File: src/rtl/mux_from_pc_rs1_to_pc_pkg.sv
// Shared definitions for the jump-base selector: datapath width and the
// base-select encodings driven by the decoder onto mrs1andpc_ctr2.
package mux_from_pc_rs1_to_pc_pkg;

    // Default RV32 datapath width.
    localparam int XLEN = 32;

    // Base-select encodings.
    // SEL_PC  : JAL and conditional branches compute pc + imm.
    // SEL_RS1 : JALR computes (rs1 + imm) with bit 0 cleared.
    localparam logic SEL_PC  = 1'b0;
    localparam logic SEL_RS1 = 1'b1;

endpackage : mux_from_pc_rs1_to_pc_pkg

File: src/rtl/mux_from_pc_rs1_to_pc_mux2.sv
// Generic 2:1 multiplexer. A select of 0 picks in0 and 1 picks in1.
// An unknown select is not masked, so X reaches the output.
module mux_from_pc_rs1_to_pc_mux2 #(
    parameter int W = 32
) (
    input  logic         sel,
    input  logic [W-1:0] in0,
    input  logic [W-1:0] in1,
    output logic [W-1:0] out
);

    // Pure combinational select with no clock or reset involvement.
    always_comb begin
        out = sel ? in1 : in0;
    end

endmodule : mux_from_pc_rs1_to_pc_mux2

File: src/rtl/mux_from_pc_rs1_to_pc.sv
// Jump-base selector for the single-cycle RV32 core.
//
// This block picks either pc (JAL/branch) or rs1 (JALR) as the base, then
// adds the immediate. On the rs1 path it clears bit 0 of the result. It
// flags targets that are not 4-byte aligned. It also keeps a registered
// copy of the last taken target for trace/debug.
//
// jump_en is a single-cycle capture strobe, not a handshake. On any rising
// edge where it is high, the current combinational target is captured.
// There is no backpressure.
module mux_from_pc_rs1_to_pc #(
    parameter int                                    XLEN         = mux_from_pc_rs1_to_pc_pkg::XLEN,
    parameter logic [XLEN-1:0]                       RESET_TARGET = '0
) (
    input  logic            clk,
    input  logic            rst_n,
    input  logic            mrs1andpc_ctr2,
    input  logic [XLEN-1:0] pc,
    input  logic [XLEN-1:0] rs1,
    input  logic [XLEN-1:0] imm,
    input  logic            jump_en,
    output logic [XLEN-1:0] mrs1andpc_out,
    output logic [XLEN-1:0] target,
    output logic            target_misaligned,
    output logic [XLEN-1:0] target_q,
    output logic            target_valid_q
);

    import mux_from_pc_rs1_to_pc_pkg::*;

    logic [XLEN-1:0] sum;

    // Base select between the PC register and the register-file read port.
    mux_from_pc_rs1_to_pc_mux2 #(
        .W (XLEN)
    ) u_base_mux (
        .sel (mrs1andpc_ctr2),
        .in0 (pc),
        .in1 (rs1),
        .out (mrs1andpc_out)
    );

    // Target arithmetic. The sum wraps modulo 2^XLEN on purpose, and no
    // overflow is reported. JALR drops bit 0 of the sum. The misalignment
    // flag only looks at bit 1, because compressed instructions are not
    // supported (IALIGN = 32).
    always_comb begin
        sum = mrs1andpc_out + imm;
        if (mrs1andpc_ctr2 == SEL_RS1) begin
            target = {sum[XLEN-1:1], 1'b0};
        end else begin
            target = sum;
        end
        target_misaligned = target[1];
    end

    // Trace capture of the last taken target. Reset takes priority over
    // jump_en. Misaligned targets are still captured, because the control
    // unit owns the trap decision.
    always_ff @(posedge clk or negedge rst_n) begin
        if (!rst_n) begin
            target_q       <= RESET_TARGET;
            target_valid_q <= 1'b0;
        end else if (jump_en) begin
            target_q       <= target;
            target_valid_q <= 1'b1;
        end
    end

endmodule : mux_from_pc_rs1_to_pc

File: config.mk
export PLATFORM = sky130hd
export DESIGN_NAME = mux_from_pc_rs1_to_pc
export DESIGN_NICKNAME = d
export VERILOG_FILES = /design/src/rtl/mux_from_pc_rs1_to_pc_pkg.sv /design/src/rtl/mux_from_pc_rs1_to_pc_mux2.sv /design/src/rtl/mux_from_pc_rs1_to_pc.sv
export SDC_FILE = /design/constraint.sdc
export NUM_CORES = 1
export LEC_CHECK = 0
export CORE_ASPECT_RATIO = 0.5
export CORE_MARGIN = 5
export CORE_UTILIZATION = 45
export CTS_CLUSTER_SIZE = 8
export DETAILED_ROUTE_END_ITERATION = 16
export DONT_BUFFER_PORTS = 1
export PLACE_DENSITY_LB_ADDON = 0.25
export SLEW_MARGIN = 10
export SYNTH_ARGS = -nofsm -noshare
export SYNTH_HDL_FRONTEND = slang
export SYNTH_SLANG_ARGS = --single-unit
File: constraint.sdc
create_clock -name clk -period 5.3 [get_ports clk]
set_input_delay 1.06 -clock clk [delete_from_list [all_inputs] [get_ports clk]]
set_output_delay 1.06 -clock clk [all_outputs]
set_load 0.02 [all_outputs]
After elaboration in Yosys (flattened, before gate mapping)
Cells that the tools add are included.

cells by class
  muxes and demuxes = 2
  add/sub/neg operators = 1

operator list
  operator            number
  adder 32 bit        1
  two-way mux 32 bit  1
  two-way mux 1 bit   1

word-level totals
  register bits after elaboration = 33
  bits of input ports = 100
  output and inout port bits = 98

Depth between registers and ports, before layout
  depth in word-level cells = 3
  depth in mapped cells = 12

Cells and area by module
A second synthesis with hierarchy kept.

unflattened totals
  cell total of the unflattened synthesis = 413
  area, all modules = 3822.4 sq um

modules (own cells, without submodules)
  module                      cells an instance  sequential area each (sq um)  area each (sq um)  times used
  mux_from_pc_rs1_to_pc       377                825.8                         3278.1             1
  mux_from_pc_rs1_to_pc_mux2  36                 0.0                           544.3              1

Least setup slack after synthesis
OpenSTA, ideal clock, no wires.

  path kind = input -> output
  start point = input port mrs1andpc_ctr2
  end point = output port target[18]
  arrival = 4.204 ns
  stages = 11
  path slack = 0.036 ns
  cell sequence = clkbuf_1 -> clkbuf_1 -> mux2_2 -> ha_1 -> fa_1 -> a21o_1 -> a221oi_2 -> o41ai_2 -> a221oi_4 -> o221ai_1 -> xor2_1

on the way
  cells in the longest elaborated chain, start to end = 2

ends and longest elaborated chain
  what                        line                              source
  start, declared             mux_from_pc_rs1_to_pc.sv:17       input logic mrs1andpc_ctr2,
  two-way mux 32 bit          mux_from_pc_rs1_to_pc_mux2.sv:14  out = sel ? in1 : in0;
  named net mrs1andpc_out[0]  mux_from_pc_rs1_to_pc.sv:22       output logic [XLEN-1:0] mrs1andpc_out,
  adder 32 bit                mux_from_pc_rs1_to_pc.sv:48       sum = mrs1andpc_out + imm;
  end, declared               mux_from_pc_rs1_to_pc.sv:23       output logic [XLEN-1:0] target,

The timed path passes the listed nets, and every way through them passes these cells.

Worst setup path in the final report
  start point = input port mrs1andpc_ctr2
  end point = output port target[26]

on the way
  cells in the longest elaborated chain, start to end = 2

ends and longest elaborated chain
  what                line
  two-way mux 32 bit  mux_from_pc_rs1_to_pc_mux2.sv:14
  adder 32 bit        mux_from_pc_rs1_to_pc.sv:48

Every way passes these cells.

==> out/qor.csv <==
metric;value;unit
synth_ff_type;dfrtp_1;
drtPass1Iterations;4;
antenna-diode-count;0;
hold_path_class;in -> async;
worst_skew_pair.late_latency;280;ps
layout-drive-gt1-share;20.17;%
syn2layout_area_growth;5.370;%
p_int;695.7;µW
power.share.sequential;35.4;%
critPathKind;in -> out;
syn_inst;372;
final_core_util;48.77;%
switching_share;46.57;%
period_share;93.83;%
dr.first_iter.drc_count;247;
cts_max_path_buffers;2;
crit_required;4240;ps
grtUsageMet3;5.820;%
wl;10010;µm
clockPowerShare;22.4;%
gp_congestion;0.8911;
die_y;71.48;µm
skew;0;ps
finalSetupTns;0;ps
grt_use_total;20.01;%
outcome;completed;
ys.warnings.count;0;
grt_max_degree;37;
p_leak;1.502;nW
hpwlAfterDp;8102;µm
setup_viol;0;
timing.fmax;0.2011;GHz
combinationalPowerShare;42.2;%
busiest_layer;met2;
drcViolationCount;0;
start_util;46.29;%
die_w;133.0;µm
post_cts_resized;0;
synth_top_cell_area_share;24.27;%
ys_ff_latch;33;
critPathLaunchType;primary input;
wire_per_inst;21.86;µm
die-area;0.009504;mm²
hold_buffers;0;
root_buffer;clkbuf_16;
finalHoldWorstSlack;467.3;ps
grt_first_pass_wirelength;15470;µm
numCtsBuffers;5;
path_max_fanout;33;
dp.cells;450;
yosysMostFrequentCell;mux2_2;
vias;2855;
cap_violations;0;
cts_setup_buffers;0;
overflow;0;
antenna_found_initial;0;
period_minus_slack;4973;ps
yosysSeqAreaShare;24.27;%
hold_viol;0;
synth_cell_type_count;55;
layout.cells.non_filler;458;
cts.sinks;33;
dp_slack;327.5;ps
rows;22;
ant_nets;0;
maxSlewHeadroom;55.08;%
final_area;0.003585;mm²
fin_nets;493;
switching_power;606.5;µW
synthArstFlopShare;100.0;%
io_buffers;0;
worst_slack;326.8;ps
synth_edf_count;0;
grt_pass1_vias;2892;
synth_nets;504;
clkTransAtPathRegs;60;ps
avgViaCountPerCell;6.234;
met1_usage;27.08;%
power;1.302;mW
tightest_slew;669.0;ps
synthTopCellsByCount;mux2_2 (55), a21oi_1 (36), dfrtp_1 (33), ha_1 (31), nand2_1 (26);
n_fill_cell;709;
synth.cell_area;0.003402;mm²
power_density;363.3;mW/mm²
io_pins;198;
netlist_top_cells_area;dfrtp_1 (24%), mux2_2 (18%), ha_1 (11%), a21oi_1 (5.3%), xnor2_1 (4.6%);
finalMaxSlewViolations;0;
cts_tree;done;
core;0.007350;mm²
synth_area_leader_cell;dfrtp_1;
avgSynthCellArea;9.145;µm²
cts_max_level;2;
ir_drop;162.2;µV
met2_usage;31.74;%
rsz0062_at_grt;no;
placed_area;0.003445;mm²
crit_path_end_kind;output port;
arrival;3910;ps
-- critical path: stages --
cell and delay, ps:
mux2_2 380, ha_1 260, fa_1 410, a21o_1 230, a221oi_2 350, o41ai_2 150, a221oi_4 420, o41ai_4 160
mux2i_1 210, and2_1 290
-- layer usage --
metal / vias up / routed length, µm
li1: 1355 / -
met1: 1386 / 4594
met2: 104 / 4620
met3: 10 / 653
met4: 0 / 146
met5: - / 0
-- path summary, 6_finish.rpt --
path	start	end	slack [ps]	cells past startpoint
max	mrs1andpc_ctr2	target[26]	330	10
min	rst_n	target_q[10]	470	0
max reg2reg	target_q[31]	target_q[31]	4250	2
min reg2reg	target_valid_q	target_valid_q	630	1
max in group asynchronous	rst_n	target_valid_q	4740	0
min in group clk	target_valid_q	target_valid_q	630	1
-- cell families after synthesis --
family / Yosys count / synth area share (%)
xor+xnor: 28 / 7.208
compound gates: 101 / 20.85
buf+inv: 27 / 3.273
fa+ha+maj: 32 / 11.99
flops: 33 / 24.27
simple gates: 93 / 13.17
mux: 58 / 19.23
-- sequential cells by signal, summed over array words and instances (netlist names) --
| register | count |
|---|---|
| target_q | 32 |
| target_valid_q | 1 |
-- area by class of cell --
cell class | instances | area, µm² | share of cell area [%]
multi-input cells | 312 | 2465 | 68.76
clock inverters | 1 | 7.507 | 0.2094
clock buffers | 7 | 132.6 | 3.700
well taps | 96 | 120.1 | 3.351
flip-flops and latches | 33 | 825.8 | 23.04
inverters | 9 | 33.78 | 0.9424
-- cells in the final DEF (no fill, tap or decap), types with 3 or more instances in the layout --
cell	Yosys	routed
a21o_1	11	11
a21oi_1	36	36
a31oi_1	4	4
and2_1	5	5
and3_1	6	6
clkbuf_16	0	5
dfrtp_1	33	33
ha_1	31	31
inv_1	8	8
mux2_2	55	55
nand2_1	26	26
nand3_1	6	6
nand4_1	6	6
nor2_1	22	22
nor2b_1	3	3
nor3_1	8	8
o211ai_1	5	5
o21ai_0	12	12
o21ai_1	4	4
o21bai_1	3	3
xnor2_1	18	18
xor2_1	10	10
-- power groups by stage --
stage / logic, mW / registers (mW) / clock network [mW]
floorplan: 0.475 / 0.450 / 0
global placement: 0.543 / 0.465 / 0
detailed placement: 0.549 / 0.467 / 0
CTS: 0.552 / 0.463 / 0.298
global route: 0.596 / 0.468 / 0.311
finish: 0.549 / 0.461 / 0.292
No activity file was read; power rests on OpenSTA's default activity.
